**config.mk**
```make
export PLATFORM = sky130hd
export DESIGN_NAME = seq_detect_param
export DESIGN_NICKNAME = d
export VERILOG_FILES = /design/src/rtl/seq_detect_param.sv
export SDC_FILE = /design/constraint.sdc
export NUM_CORES = 1
export LEC_CHECK = 0
export BUFFER_PORTS_ARGS = -buffer_cell sky130_fd_sc_hd__clkbuf_2
export CAP_MARGIN = 20
export CORE_MARGIN = 2
export CORE_UTILIZATION = 54
export CTS_BUF_LIST = sky130_fd_sc_hd__clkbuf_16
export CTS_CLUSTER_DIAMETER = 200
export DETAILED_ROUTE_END_ITERATION = 16
export PLACE_DENSITY = 0.77
export SLEW_MARGIN = 10
export SYNTH_ARGS = -nofsm -noshare
export SYNTH_HDL_FRONTEND = slang
export SYNTH_SLANG_ARGS = --single-unit
export TNS_END_PERCENT = 50
```
**constraint.sdc**
```tcl
create_clock -name clk -period 2.65 [get_ports clk]
set_input_delay 0.795 -clock clk [delete_from_list [all_inputs] [get_ports clk]]
set_output_delay 0.795 -clock clk [all_outputs]
set_load 0.05 [all_outputs]
```
**src/rtl/seq_detect_param.sv**
```systemverilog
// Parametrised serial pattern detector: Moore match flag, runtime overlap mode,
// input-valid qualifier and a saturating match counter.
module seq_detect_param #(
    parameter int                SEQ_W   = 5,
    parameter logic [SEQ_W-1:0]  PATTERN = 5'b11011,
    parameter int                CNT_W   = 8,
    localparam int               LW      = $clog2(SEQ_W + 1)
) (
    input  logic             clk,
    input  logic             rst,
    input  logic             in,
    input  logic             in_valid,
    input  logic             overlap,
    input  logic             clr_cnt,
    output logic             out,
    output logic [CNT_W-1:0] match_cnt,
    output logic [LW-1:0]    prefix_len
);

    localparam logic [LW-1:0]    FULL = LW'(SEQ_W);
    localparam logic [SEQ_W-1:0] ONES = {SEQ_W{1'b1}};

    logic [SEQ_W-1:0] hist, nxt_hist;
    logic [LW-1:0]    hlen, nxt_hlen;
    logic [LW-1:0]    s, nxt_s;
    logic             restart;
    logic             match;

    assign restart    = (s == FULL) && !overlap;
    assign prefix_len = s;

    // NOTE: every always_comb output gets a default first so no path leaves it unassigned (no latch).
    always_comb begin
        nxt_hist = hist;
        nxt_hlen = hlen;
        nxt_s    = '0;
        if (restart) begin
            nxt_hist = {{(SEQ_W-1){1'b0}}, in};
            nxt_hlen = LW'(1);
            nxt_s    = (in == PATTERN[SEQ_W-1]) ? LW'(1) : '0;
        end else begin
            nxt_hist = {hist[SEQ_W-2:0], in};
            nxt_hlen = (hlen == FULL) ? hlen : hlen + 1'b1;
            // Longest prefix of PATTERN that is a suffix of the valid history; later k wins.
            for (int k = 1; k <= SEQ_W; k++) begin
                if (k <= int'(nxt_hlen) &&
                    ((nxt_hist & (ONES >> (SEQ_W - k))) == (PATTERN >> (SEQ_W - k))))
                    nxt_s = LW'(k);
            end
        end
    end

    assign match = in_valid && (nxt_s == FULL);

    // NOTE: sequential state uses non-blocking assignments only, so all registers update together.
    always_ff @(posedge clk or posedge rst) begin
        if (rst) begin
            s         <= '0;
            hist      <= '0;
            hlen      <= '0;
            out       <= 1'b0;
            match_cnt <= '0;
        end else begin
            if (in_valid) begin
                s    <= nxt_s;
                hist <= nxt_hist;
                hlen <= nxt_hlen;
                out  <= match;
            end
            if (clr_cnt)
                match_cnt <= match ? CNT_W'(1) : '0;
            else if (match && match_cnt != {CNT_W{1'b1}})
                match_cnt <= match_cnt + 1'b1;
        end
    end

endmodule
```
[Word-level counts from Yosys, hierarchy flattened]
Cells that the tools add are included.
Operators by class
  add/sub/neg operators: 2
  magnitude comparators: 5
  equal/unequal tests: 8
  muxes and demuxes: 13
  reductions and logical operators: 10
Operators with widths (number)
  $mux W3: 6
  $mux W8: 2
  $eq A3 B3 Y1 const B: 4
  $add A8 B1 Y8 const B: 1
  $logic_and A1 B1 Y1: 8
  $ne A8 B8 Y1 const B: 1
  $le A2 B3 Y1 const A: 2
  $le A3 B3 Y1 const A: 2
  $eq A5 B5 Y1 const B: 1
  $eq A4 B4 Y1 const B: 1
  $mux W4: 1
  $add A3 B1 Y3 const B: 1
  $le A1 B3 Y1 const A: 1
  $mux W1: 3
  $eq A2 B2 Y1 const B: 1
  $mux W2: 1
  $reduce_bool A2 Y1: 1
  $logic_not A1 Y1: 1
Word-level totals
  register bits: 19
  output and inout bits: 12

[Longest topological paths before layout]
Gate-level depths: netlist of run 1.
  depth in word-level cells: 15
  gate-level depth with buffers: 8
  mapped depth without buffers: 7

[Worst setup path after synthesis of run 1]
OpenSTA, ideal clock, no wires.
  kind: reg2reg
  start: register hlen[0]
  end: register match_cnt[6]
  setup time: 0.119 ns
  data arrival time: 2.251 ns
  required time: 2.531 ns
  setup slack: 0.280 ns
  cell stages (with the launch flop): 8
  path buffers: 1
  clock period less this slack: 2.370 ns
  cells stage by stage: dfrtp_1 ha_1 nor4bb_1 a311o_1 or4_4 buf_2 o31a_1 o21a_1
Between the ends
  word-level cells in the longest chain between the ends: 14
  elaborated cells between the ends (all ways): 23
  classes of those cells: 1 x add/sub; 5 x order compare; 2 x eq/ne; 7 x mux; 8 x reduce/logical
Ends and longest elaborated chain
  start: declaration: line 24  | logic [LW-1:0] hlen, nxt_hlen;
  start signal: assignment: line 67  | hlen <= nxt_hlen;
  $add A3 B1 Y3 or $eq A3 B3 Y1 (tied branches): line 43  | nxt_hlen = (hlen == FULL) ? hlen : hlen + 1'b1;
  $mux W3 *: line 43
  $le A1 B3 Y1: line 46  | if (k <= int'(nxt_hlen) &&
  $logic_and A1 B1 Y1: line 46
  $mux W1: line 46
  $mux W2: line 46
  $mux W3 (2 in a row): line 46
  $mux W3 *: line 46
  $mux W3 *: line 37  | if (restart) begin
  $eq A3 B3 Y1 *: line 53  | assign match = in_valid && (nxt_s == FULL);
  $logic_and A1 B1 Y1 *: line 53
  $logic_and A1 B1 Y1 *: line 72  | else if (match && match_cnt != {CNT_W{1'b1}})
  $reduce_bool A2 Y1 (no source line) *
  end signal: assignment: line 71  | match_cnt <= match ? CNT_W'(1) : '0;
  end signal: assignment: line 73  | match_cnt <= match_cnt + 1'b1;
  end: declaration: line 16  | output logic [CNT_W-1:0] match_cnt,
Every way passes the cells marked *; elsewhere a longest branch is shown, timed or not.
A chain may end at the register's enable or synchronous reset.

[Final worst setup path of run 1]
  start: register hlen[1]
  end: register match_cnt[7]
The elaborated chain is that of the path after synthesis.

==> results of run 1 <==
-- cell usage in the layout (no fill, tap or decap), drive strengths merged, types with 6 or more instances in the layout --
cell    instances
nand3           6
o21ai           7
nor2            6
a21oi           8
inv             9
clkbuf         20
dfrtp          19
nand2           9
-- registers in the layout (all words and copies together), names as in the netlist --
name,flops
prefix_len,3
out,1
hist,4
match_cnt,8
hlen,3
-- per-layer routing --
| layer | up-vias | wire length [µm] | GRT usage |
|---|---|---|---|
| li1 | 469 | - | - |
| met1 | 474 | 998 | 0.245 |
| met2 | 28 | 1120 | 0.361 |
| met3 | 6 | 75 | 0.0370 |
| met4 | 0 | 55 | 0.114 |
| met5 | - | 0 | 0 |
-- power by group through the flow --
stage,Sequential (µW),Combinational [µW],Clock (µW)
after detailed placement,385,342,0
final,383,346,299
after CTS,382,343,304
after floorplan,434,204,0
after global placement,383,331,0
after global routing,391,381,321
-- per-stage QoR --
stage | power (µW) | cells | instance area, µm² | utilization
final | 1030 | 160 | 1260 | 0.664
after global routing | 1090 | 160 | 1260 | 0.664
after CTS | 1030 | 160 | 1260 | 0.664
after detailed placement | 727 | 156 | 1180 | 0.623
after global placement | 714 | 156 | 1180 | 0.623
after floorplan | 639 | 112 | 1060 | -
-- path summary, 6_finish.rpt --
kind | startpoint | endpoint | cells after the start
worst max-delay path | hlen[1] | match_cnt[7] | 7
max in group asynchronous | rst | match_cnt[2] | 2
min in group asynchronous | rst | match_cnt[7] | 2
worst min-delay path | hist[3] | hist[3] | 1
worst max register to register | hlen[1] | match_cnt[7] | 7
worst min register to register | hist[3] | hist[3] | 1
-- cell families (layout without fill, tap and decap cells) --
kind of cell,Yosys count,after routing,synth area share
and+or+nand+nor,43,43,0.235
AOI/OAI and AO/OA,35,35,0.224
DFF,19,19,0.449
buffers and inverters,10,31,0.0366
adders and majority gates,3,3,0.0354
muxes,2,2,0.0201
-- synthesized netlist by cell type, drive strengths merged (2+ instances only) --
| master | instances |
|---|---|
| a21o | 2 |
| a21oi | 8 |
| dfrtp | 19 |
| ha | 3 |
| inv | 8 |
| nand2 | 9 |
| nand2b | 3 |
| nand3 | 6 |
| nand3b | 2 |
| nor2 | 6 |
| nor4 | 3 |
| nor4bb | 2 |
| o21a | 2 |
| o21ai | 7 |
| o2bb2ai | 3 |
| o31a | 2 |
| o31ai | 2 |
| or3 | 3 |
| or4 | 3 |
-- area by class of cell --
type,instances,area [µm²],share of cell area
Clock inverter,1,3.75,0.00297
Tap cell,27,33.8,0.0267
Inverter,8,30.0,0.0238
Multi-Input combinational cell,83,546,0.432
Clock buffer,3,75.1,0.0594
Sequential cell,19,475,0.376
Timing Repair Buffer,19,100,0.0792
==> results.cfg, run 1 <==
[logic_synthesis]
seq_area_frac_synth = 0.449
syn_nets = 121
ys_async_sr_fraction = 1.00
synth_top_area_cell = dfrtp_1
syn_avg_cell_area_um2 = 9.46
synthesis.instances = 112
synth_seq_cells = 19
yosys-top-cells-area = dfrtp_1, a21oi_1, ha_1
syn-cell-area_mm2 = 0.00106
yosys_warnings = 0
yosysTopAreaCellShare = 0.449
yosys_most_used_dff = dfrtp_1
synth-edff-count = 0
synth_cell_types = 40

[critical_path]
crit_type = flip-flop to flip-flop
start_kind = flip-flop
slowest_delay_ns = 0.59
endpoint_kind = flip-flop
cp_top_family = simple AND/OR/NAND/NOR gates
worstPathBufferInverterCount = 1
worstPathCellList = inv_1 -> ha_1 -> nand2_2 -> a311o_1 -> or4_4 -> or4_1 -> a21oi_1
cp.arrival_ns = 2.68
r2r_slack_ns = 0.14
cp_max_fo = 15
crit_required_ns = 2.82
crit_slowest_cell = or4_4

[final_layout]
filler_cell_count = 156
drive_gt1_frac = 0.203
syn_to_final_growth_pct = 19.2
final_nets = 143
diodes = 0

[placement]
place_ws_ns = 0.100
place_hpwl_um = 1650
gp_congestion = 0.854
io_buffer_count = 17

[timing]
rsz0062_at_grt = no
finClkSkew_ns = 0.00323
setup_ws_ns = 0.141
hold_slack_ns = 0.511
setup_viol = 0
relSlewSlack = 0.527
fin_crit_sh = 0.947
max_freq_mhz = 399
worst_pin_slew_ns = 0.708
finalSetupTns_ns = 0
drv_slew = 0
hold_viol = 0
post-route-min-period_ns = 2.51

[global_routing]
overflow = 0
grt_pass1_vias = 855
grt_pass1_wl_um = 3810
antenna_found_initial = 0
grt_max_degree = 20
grt_usage = 0.208

[run_status]
outcome = complete, no violations

[detailed_routing]
drtPass1Iterations = 4
drtIter0Drc = 11
remaining_drc_errors = 0
via_per_inst = 6.11
antenna_left = 0
num_vias = 977
wl_um = 2250
routedWlPerCell_um = 14.1

[run]
maxCapViolations = 0

[floorplan]
core_area_mm2 = 0.00190
die_area_mm2 = 0.00233
fp.dieH_um = 48.3
fp.dieW_um = 48.3
num_rows = 16
initial_core_util = 0.557
top_level_ports = 18

[clocking]
htree_levels = 1
clock_path_buffers = 2
clk_pin_slew_worst_paths_ns = 0.05
postCtsSetupBuffers = 0
cts_buffers = 3
cts_tree = done
hold_buffers = 0
clkSinkCount = 19
clk_latency_ns = 0.25
root_buffer = clkbuf_16
cts_repair_resize_count = 0

[min_path]
holdCritPathClass = flip-flop to flip-flop

[power]
power_density_mw_per_mm2 = 814
p_int_uw = 669
p_comb_frac = 0.337
pwr-share-seq = 0.372
power_frac_clock = 0.291
power_switching_uw = 360
p_leak_uw = 0.000579
swShare = 0.350
max-vdd-ir-drop_mv = 0.576
(Power assumes the default switching activity.)
==> inputs of run 2 (changes only) <==
--- a/config.mk
+++ b/config.mk
@@ -5,14 +5,14 @@
 export SDC_FILE = /design/constraint.sdc
 export NUM_CORES = 1
 export LEC_CHECK = 0
-export BUFFER_PORTS_ARGS = -buffer_cell sky130_fd_sc_hd__clkbuf_2
 export CAP_MARGIN = 20
 export CORE_MARGIN = 2
-export CORE_UTILIZATION = 54
+export CORE_UTILIZATION = 60
 export CTS_BUF_LIST = sky130_fd_sc_hd__clkbuf_16
 export CTS_CLUSTER_DIAMETER = 200
 export DETAILED_ROUTE_END_ITERATION = 16
-export PLACE_DENSITY = 0.77
+export DONT_BUFFER_PORTS = 1
+export PLACE_DENSITY = 0.76
 export SLEW_MARGIN = 10
 export SYNTH_ARGS = -nofsm -noshare
 export SYNTH_HDL_FRONTEND = slang
==> results.cfg, run 2 (synthesis gave the netlist of run 1 again) <==
[detailed_routing]
drtIter0Drc = 37
num_vias = 936
drtPass1Iterations = 4
via_per_inst = 6.55
antenna_left = 0
remaining_drc_errors = 0
routedWlPerCell_um = 16.8
wl_um = 2400

[critical_path]
worstPathBufferInverterCount = 1
cp_top_family = simple AND/OR/NAND/NOR gates
startpoint = hlen[1]
crit_slowest_cell = or4_4
worstPathCellList = inv_1 -> ha_1 -> nand2_2 -> a311o_1 -> or4_4 -> or4_1 -> a21oi_1
r2r-start = hlen[1]
crit_cells = 7
reg2reg_depth = 7
endpoint_kind = flip-flop
cp_max_fo = 15
slowest_delay_ns = 0.59
crit_required_ns = 2.83
crit_type = flip-flop to flip-flop
cp.arrival_ns = 2.66
start_kind = flip-flop

[timing]
drv_slew = 0
relSlewSlack = 0.541
max_freq_mhz = 402
fin_crit_sh = 0.939
post-route-min-period_ns = 2.49
finalSetupTns_ns = 0
worst_pin_slew_ns = 0.687
rsz0062_at_grt = no
finClkSkew_ns = 0.00234
setup_viol = 0
hold_slack_ns = 0.510
hold_viol = 0

[clocking]
root_buffer = clkbuf_16
clk_pin_slew_worst_paths_ns = 0.05
hold_buffers = 0
htree_levels = 1
postCtsSetupBuffers = 0
cts_buffers = 3
clkSinkCount = 19
clock_path_buffers = 2
clk_latency_ns = 0.25
cts_tree = done
cts_repair_resize_count = 0

[floorplan]
initial_core_util = 0.627
core_area_mm2 = 0.00169
top_level_ports = 18
fp.dieW_um = 46.0
num_rows = 15
fp.dieH_um = 46.0
die_area_mm2 = 0.00212

[global_routing]
grt_usage = 0.252
grt_max_degree = 20
antenna_found_initial = 0
grt_pass1_wl_um = 3750
grt_pass1_vias = 849
overflow = 0

[final_layout]
final_common_cell = dfrtp_1
diodes = 0
drive_gt1_frac = 0.159
largest_register_ffs = 8
final_cell_mix = dfrtp_1, buf_4, inv_1
final_nets = 136
syn_to_final_growth_pct = 17.1
biggestRegsByFlops = match_cnt x8, hist x4
top_register = match_cnt

[run_status]
outcome = complete, no violations

[power]
p_leak_uw = 0.000557
power_density_mw_per_mm2 = 837
max-vdd-ir-drop_mv = 0.734

[min_path]
min_from = hist[3]
holdCritPathClass = flip-flop to flip-flop
hold_depth = 1

[placement]
gp_congestion = 0.760
io_buffer_count = 0
place_hpwl_um = 1730

[run]
maxCapViolations = 0
## run 2: cell types whose count changed in the layout (fill, tap and decap cells not counted)
cell | previous run | this run
buf_4 | 2 | 12
clkbuf_2 | 17 | 0
## run 2: worst register-to-register path: stages (launching register included)
cell and delay (ns):
dfrtp_1 0.40, inv_1 0.07, ha_1 0.21, nand2_2 0.10, a311o_1 0.40, or4_4 0.59
or4_1 0.50, a21oi_1 0.15
## run 2: report_power, final
group,internal [µW],leakage (µW),total (µW),switching [µW]
combinational,140,0.000267,357,217
sequential,335,0.000248,378,42.7
clock,201,0.0000423,304,104
total,676,0.000557,1040,363
## run 2: final timing paths
| path | to | slack [ns] |
|---|---|---|
| worst max-delay path | match_cnt[7] | 0.16 |
| worst min-delay path | hist[3] | 0.51 |
| worst max register to register | match_cnt[7] | 0.16 |
| worst min register to register | hist[3] | 0.51 |
| max in group asynchronous | out | 1.68 |
| min in group asynchronous | hlen[1] | 0.54 |
## run 2: final cells by class
| class | count | area, µm² |
|---|---|---|
| well taps | 17 | 21.3 |
| flip-flops and latches | 19 | 475 |
| repair buffers | 12 | 90.1 |
| inverters | 8 | 30.0 |
| clock buffers | 3 | 75.1 |
| fillers | 124 | 448 |
| clock inverters | 1 | 3.75 |
| multi-input cells | 83 | 546 |
## run 2: per-layer routing
metal  share of wire  global-route usage  up-vias
met2            0.48               0.406       34
met5               0                   0        -
met4           0.016              0.0971        0
met1            0.44               0.324      439
li1                -                   -      456
met3           0.067              0.0595        7
## run 2: through the flow
| step | std cells | worst slack, ns | total power [µW] | util | cell area, µm² |
|---|---|---|---|---|---|
| 2_1_floorplan | 112 | 0.280 | 639 | - | 1060 |
| 3_3_place_gp | 139 | 0.254 | 714 | 0.688 | 1160 |
| 4_1_cts | 143 | 0.156 | 1030 | 0.735 | 1240 |
| 3_5_place_dp | 139 | 0.178 | 730 | 0.688 | 1160 |
| 6_report | 143 | 0.163 | 1040 | 0.735 | 1240 |
| 5_1_grt | 143 | 0.0519 | 1090 | 0.735 | 1240 |
